File: config.mk
export PLATFORM = sky130hd
export DESIGN_NAME = mod241_residue_accumulator
export DESIGN_NICKNAME = d
export VERILOG_FILES = /design/src/rtl/mod241_residue_accumulator.sv
export SDC_FILE = /design/constraint.sdc
export NUM_CORES = 1
export LEC_CHECK = 0
export CORE_MARGIN = 2
export CORE_UTILIZATION = 50
export DETAILED_ROUTE_END_ITERATION = 10
export PLACE_DENSITY = 0.86
export SYNTH_ARGS = -nofsm -noshare
export SYNTH_HDL_FRONTEND = slang
export SYNTH_SLANG_ARGS = --single-unit
File: constraint.sdc
create_clock -name clk -period 3.03 [get_ports clk]
set_clock_uncertainty 0.15 [all_clocks]
set_input_delay 0.606 -clock clk [delete_from_list [all_inputs] [get_ports clk]]
set_output_delay 0.606 -clock clk [all_outputs]
set_load 0.005 [all_outputs]
File: src/rtl/mod241_residue_accumulator.sv
// Serial mod-241 accumulator: sums NUM_TERMS partial residues per frame and
// emits one fully reduced residue (0..240) over a valid/ready output stream.
module mod241_residue_accumulator #(
    parameter int NUM_TERMS = 50,
    parameter int CNT_W     = 10
) (
    input  logic       clk,
    input  logic       rst_n,
    input  logic       clr,
    input  logic       in_valid,
    output logic       in_ready,
    input  logic [7:0] in_data,
    output logic       out_valid,
    input  logic       out_ready,
    output logic [7:0] out_data,
    output logic       out_range_err
);

    localparam logic [0:0] ST_ACCUM = 1'b0;
    localparam logic [0:0] ST_DONE  = 1'b1;

    localparam logic [CNT_W-1:0] LAST_IDX = CNT_W'(NUM_TERMS - 1);

    logic [0:0]       state_q, state_d;
    logic [7:0]       acc_q, acc_d;
    logic [CNT_W-1:0] cnt_q, cnt_d;
    logic             err_q, err_d;
    logic [7:0]       out_data_q, out_data_d;
    logic             out_err_q, out_err_d;

    logic       accept;
    logic       out_fire;
    logic [8:0] sum;
    logic [7:0] acc_next;
    logic       err_next;

    assign in_ready  = rst_n && (state_q == ST_ACCUM);
    assign out_valid = (state_q == ST_DONE);
    assign accept    = in_valid && in_ready;
    assign out_fire  = out_valid && out_ready;

    // Both operands are at most 255, so at most two subtractions of 241 suffice.
    assign sum      = {1'b0, acc_q} + {1'b0, in_data};
    assign err_next = err_q || (in_data >= 8'd241);

    always_comb begin
        acc_next = sum[7:0];
        if (sum >= 9'd482) begin
            acc_next = 8'(sum - 9'd482);
        end else if (sum >= 9'd241) begin
            acc_next = 8'(sum - 9'd241);
        end
    end

    always_comb begin
        state_d    = state_q;
        acc_d      = acc_q;
        cnt_d      = cnt_q;
        err_d      = err_q;
        out_data_d = out_data_q;
        out_err_d  = out_err_q;
        if (clr) begin
            state_d = ST_ACCUM;
            acc_d   = 8'd0;
            cnt_d   = '0;
            err_d   = 1'b0;
        end else if (state_q == ST_ACCUM) begin
            if (accept) begin
                if (cnt_q == LAST_IDX) begin
                    state_d    = ST_DONE;
                    out_data_d = acc_next;
                    out_err_d  = err_next;
                    acc_d      = 8'd0;
                    cnt_d      = '0;
                    err_d      = 1'b0;
                end else begin
                    acc_d = acc_next;
                    cnt_d = cnt_q + 1'b1;
                    err_d = err_next;
                end
            end
        end else if (out_fire) begin
            state_d = ST_ACCUM;
        end
    end

    always_ff @(posedge clk or negedge rst_n) begin
        if (!rst_n) begin
            state_q    <= ST_ACCUM;
            acc_q      <= 8'd0;
            cnt_q      <= '0;
            err_q      <= 1'b0;
            out_data_q <= 8'd0;
            out_err_q  <= 1'b0;
        end else begin
            state_q    <= state_d;
            acc_q      <= acc_d;
            cnt_q      <= cnt_d;
            err_q      <= err_d;
            out_data_q <= out_data_d;
            out_err_q  <= out_err_d;
        end
    end

    assign out_data      = out_data_q;
    assign out_range_err = out_err_q;

    a_out_in_range: assert property (@(posedge clk) disable iff (!rst_n) out_data <= 8'd240)
        else $error("out_data exceeded 240");

endmodule

; Yosys cells after proc, flatten, opt, wreduce, memory -nomap -nowiden
; Cells that the tools add are included.
[totals]
regBits = 29
in_bits = 13
output_inout_bits = 11
wordCells = 43
[classes]
bitwise = 2
reduce_logical = 7
add_sub_neg = 4
magnitude_cmp = 3
n_eq_ne = 2
muxes = 19
[ops]
columns = op, count
row1 = 2-to-1 mux 8 bit, 6
row2 = 2-to-1 mux 10 bit, 4
row3 = subtractor 8 bit (second input constant), 2
row4 = adder 10 x 1 -> 10 bit (second input constant), 1
row5 = == test 10 x 6 -> 1 bit (second input constant), 1
row6 = adder 8 x 8 -> 9 bit, 1
row7 = >= comparator 9 x 8 -> 1 bit (second input constant), 1
row8 = >= comparator 9 bit (second input constant), 1
row9 = 2-to-1 mux 1 bit, 9
row10 = >= comparator 8 bit (second input constant), 1
row11 = AND reduction 4 bit, 1
row12 = logical AND 1 bit, 3
row13 = inequality test 2 bit (second input constant), 1
row14 = NOT 1 bit, 2
row15 = AND reduction 2 bit, 1
row16 = nonzero test 2 bit, 1
row17 = logical OR 1 bit, 1

; Depth between registers and ports, before layout
[depth]
depth_word = 8
ltp_mapped = 11
depth_no_buf = 11

; Worst setup path after synthesis
; No wires, ideal clock.
[synth_path]
kind = input -> register
start = input port in_data[0]
end = register out_data_q[6] (netlist: out_data[6])
setup_slack_ps = -586
required_ps = 2755
t_arrival_ps = 3341
setup_time_ps = 125
stages = 11
n_path_buf = 0
cell_sequence = ha_1 -> inv_1 -> fa_1 -> xor2_1 -> ha_1 -> nand2_1 -> a41o_1 -> o31ai_4 -> a211oi_1 -> or4b_1 -> mux2_4
[synth_via]
elab_chain_cells = 4
elab_cells_between_ends = 7
cone_classes = add/sub: 3 / order compare: 2 / mux: 2
[synth_rtl]
columns = item, line
row1 = start: declaration, 12  ; input logic [7:0] in_data,
row2 = adder 8 x 8 -> 9 bit (*), 43  ; assign sum = {1'b0, acc_q} + {1'b0, in_data};
row3 = subtractor 8 bit / >= comparator 9 x 8 -> 1 bit (equally long branches), "51, 50"
row4 = 2-to-1 mux 8 bit, 50  ; end else if (sum >= 9'd241) begin
row5 = 2-to-1 mux 8 bit (*), 48  ; if (sum >= 9'd482) begin
row6 = end signal: assignment, 100  ; out_data_q <= out_data_d;
row7 = end: declaration, 28  ; logic [7:0] out_data_q, out_data_d;
; Every way passes the cells marked *; elsewhere a longest branch is shown, timed or not.
; A chain may end at the register's enable or synchronous reset.

; Worst setup path after layout
[layout_path]
start = register acc_q[0]
end = register out_data_q[6] (netlist: out_data[6])
[layout_via]
elab_chain_cells = 4
elab_cells_between_ends = 7
cone_classes = add/sub: 3 / order compare: 2 / mux: 2
[layout_rtl]
columns = item, line
row1 = start: declaration, 25  ; logic [7:0] acc_q, acc_d;
row2 = start signal: assignment, 90  ; acc_q <= 8'd0;
row3 = start signal: assignment, 97  ; acc_q <= acc_d;
row4 = adder 8 x 8 -> 9 bit (*), 43
row5 = subtractor 8 bit / >= comparator 9 x 8 -> 1 bit (equally long branches), "51, 50"
row6 = 2-to-1 mux 8 bit, 50
row7 = 2-to-1 mux 8 bit (*), 48
; Marks and branches as above.

==> impl_metrics.csv <==
group,metric,value,unit
placed_design,gp_congestion,0.9264,
timing,slew_viol_final,0,
pwr,power.leakage,0.001375,µW
placed_design,dp_hpwl,4018,µm
layout,final_cell_mix,"buf_4, dfrtp_1, nand2_1",
layout,drive_gt1_share,37.50,%
clock_network,cts_hold_buf,0,
logic_synthesis,ys_ff_latch,29,
clock_network,clockBufferDepth,2,
worst_setup_path,critPathTopFamily,"adder cells",
clock_network,cts_root_buf,"clkbuf_8",
worst_setup_path,reg2reg_from,"acc_q[0]",
floorplan,num_rows,23,
global_route,grt_pass1_wl,9135,µm
placed_design,io_buffer_count,23,
logic_synthesis,synthArstFlopShare,100.0,%
detailed_routing,routed_wirelength,6456,µm
flow_run,cap_violations,0,
detailed_routing,first_pass_iters,4,
worst_setup_path,worst-path-buf-inv,2,
logic_synthesis,syn_area,2026,µm²
detailed_routing,final_antenna_net_count,0,
timing,fin_ws,-0.2459,ns
timing,slew-limit-headroom,61.36,%
detailed_routing,drc,0,
layout,syn_to_final_growth,53.30,%
logic_synthesis,yosysSeqAreaShare,35.82,%
worst_setup_path,cp.required,3.06,ns
worst_hold_path,hold_start,"out_data[0]",
worst_setup_path,cp-start-kind,"flop",
logic_synthesis,synth-main-ff-cell,"dfrtp_1",
global_route,track_usage,27.05,%
worst_setup_path,arrival,3.31,ns
timing,rsz0062_at_grt,"true",
timing,layout_min_cycle_time,3.276,ns
timing,setup_tns,-1.561,ns
outcome,violations,"setup timing",
floorplan,io_pins,24,
placed_design,placed_cells_incl_taps,329,
global_route,grt_max_degree,30,
pwr,total_power,1478,µW
global_route,grt_pass1_vias,2022,
logic_synthesis,synth-edff-count,0,
logic_synthesis,ys_types,47,
clock_network,numCtsBuffers,5,
floorplan,die_w,67.65,µm
logic_synthesis,yosysWarnings,0,
floorplan,dieHeight,67.65,µm
worst_hold_path,hp-class,"flop to flop",
layout,nNetsFinal,324,
clock_network,numClockSinks,29,
floorplan,core_area,3943,µm²
timing,fin_crit_sh,108.1,%
worst_setup_path,critPathKind,"flop to flop",
detailed_routing,drt_iter0_markers,195,
placed_design,pre_cts_ws,-0.9039,ns
logic_synthesis,synth_cells,220,
worst_setup_path,startpoint,"acc_q[0]",
timing,setup_violations,10,
layout,fin_cells,346,
worst_setup_path,crit_slowest_cell,"or4b_1",
timing,holdWs,0.3414,ns
global_route,antenna_found_initial,0,
logic_synthesis,synth.avg_cell_area,9.208,µm²
worst_setup_path,crit_fanout,4,
worst_setup_path,worstPathCellList,"ha_4 -> inv_2 -> fa_2 -> buf_12 -> xor2_4 -> ha_2 -> nand2_2 -> a41o_1 -> o31ai_4 -> a211oi_2 -> or4b_1 -> mux2_4",
outcome,outcome,"finished with violations",
floorplan,start_util,51.38,%
detailed_routing,routed_via_density,6.095,
worst_setup_path,setup.worst_path.end_class,"flop",
clock_network,cts_tree,"built",
worst_setup_path,cpPeakStageDelay,0.49,ns
timing,hold_violations,0,
layout,final_common_cell,"buf_4",
detailed_routing,wire_per_inst,18.66,µm
pwr,powerDensity,476.0,nW/µm²
pwr,ir_drop,0.2989,mV
floorplan,die-area,4577,µm²
clock_network,clk_latency,0.29,ns
logic_synthesis,synthesis.nets,249,
timing,worst_pin_slew,0.5715,ns
clock_network,path_clk_slew,0.08,ns
clock_network,htree_num_levels,2,
detailed_routing,vias,2109,
global_route,grt.overflow.total,0,
timing,timing.fmax,0.3053,GHz
layout,antenna_cells,0,
-- registers in the layout, summed over array words and instances, names as in the netlist --
signal and cells:
cnt_q 10, acc_q 8, out_data 8, err_q 1
out_range_err 1, out_valid 1
-- power breakdown --
part,internal (µW),switching (µW)
Clock,158,167
Sequential,401,18.2
Combinational,361,373
Total,920,558
-- what timing repair did --
item / 4_1_cts / 5_1_grt
resized for setup: 30 / 32
setup buffers: 7 / 3
endpoints found under the hold margin: 0 / 0
pin swaps: 15 / 22
setup endpoints to repair: 16 / 14
-- cell families after synthesis --
kind of cell             synth area share, %
AND/OR/NAND/NOR                        23.66
AO/OA/AOI/OAI                          21.06
flip-flops                             35.82
adder cells (fa/ha/maj)                10.25
buffers and inverters                  2.223
XOR/XNOR                               3.027
multiplexers                           3.953
-- through the flow --
step	utilization [%]	instance area [µm²]
floorplan	-	2095
global placement	67.79	2673
detailed placement	67.79	2673
CTS	74.33	2930
global route	78.77	3105
finish	78.77	3105
-- area by class of cell --
| cell class | count | area (µm²) |
|---|---|---|
| fill | 234 | 837.1 |
| multi-input combinational | 179 | 1556 |
| timing repair buffer | 72 | 644.4 |
| clock buffer | 5 | 68.82 |
| clock inverter | 3 | 17.52 |
| sequential | 29 | 725.7 |
| tap | 50 | 62.56 |
| inverter | 8 | 30.03 |
-- cells in the mapped netlist, types with 3 or more instances --
cell type  instances  share of area [%]
or3_1              3               0.93
and3_1             4                1.2
a21oi_1            7                1.7
nand3_1            9                2.2
o21ai_0           23                5.7
dfrtp_1           29                 36
a211oi_1           3                1.1
ha_1              15                9.3
inv_1              8                1.5
nor2_1            12                2.2
nor4_1             3               0.93
nand2_1           31                5.7
nand2b_1           3               0.93
xor2_1             5                2.2
nor3_1             6                1.5
a31oi_1            6                1.9
a22o_1             5                2.2
nand4_1            4                1.2
mux2_2             4                2.2
clkbuf_1           4               0.74
a221oi_1           3                1.3
-- worst min-delay path: cells and delay by family (launching register included) --
family / cells / cell delay [ns]
AND/OR/NAND/NOR: 1 / 0.06
AO/OA/AOI/OAI: 1 / 0.05
flip-flops: 1 / 0.35
-- layer usage --
metal	share of wire, %	global-route usage [%]	up-vias	routed length, µm
li1	-	-	976	-
met1	40	33.26	1006	2577
met2	50	47.67	100	3215
met3	6.6	4.667	27	426
met4	3.7	8.929	0	236
met5	0	0	-	0
-- path summary, 6_finish.rpt --
check | to | slack (ns) | cells past startpoint
max reg2reg | out_data[6] | -0.25 | 12
max | out_data[6] | -0.25 | 12
min in group asynchronous | acc_q[6] | 0.69 | 2
max in group asynchronous | acc_q[0] | 1.74 | 2
min reg2reg | out_data[0] | 0.34 | 2
min | out_data[0] | 0.34 | 2
(Power assumes the default switching activity.)
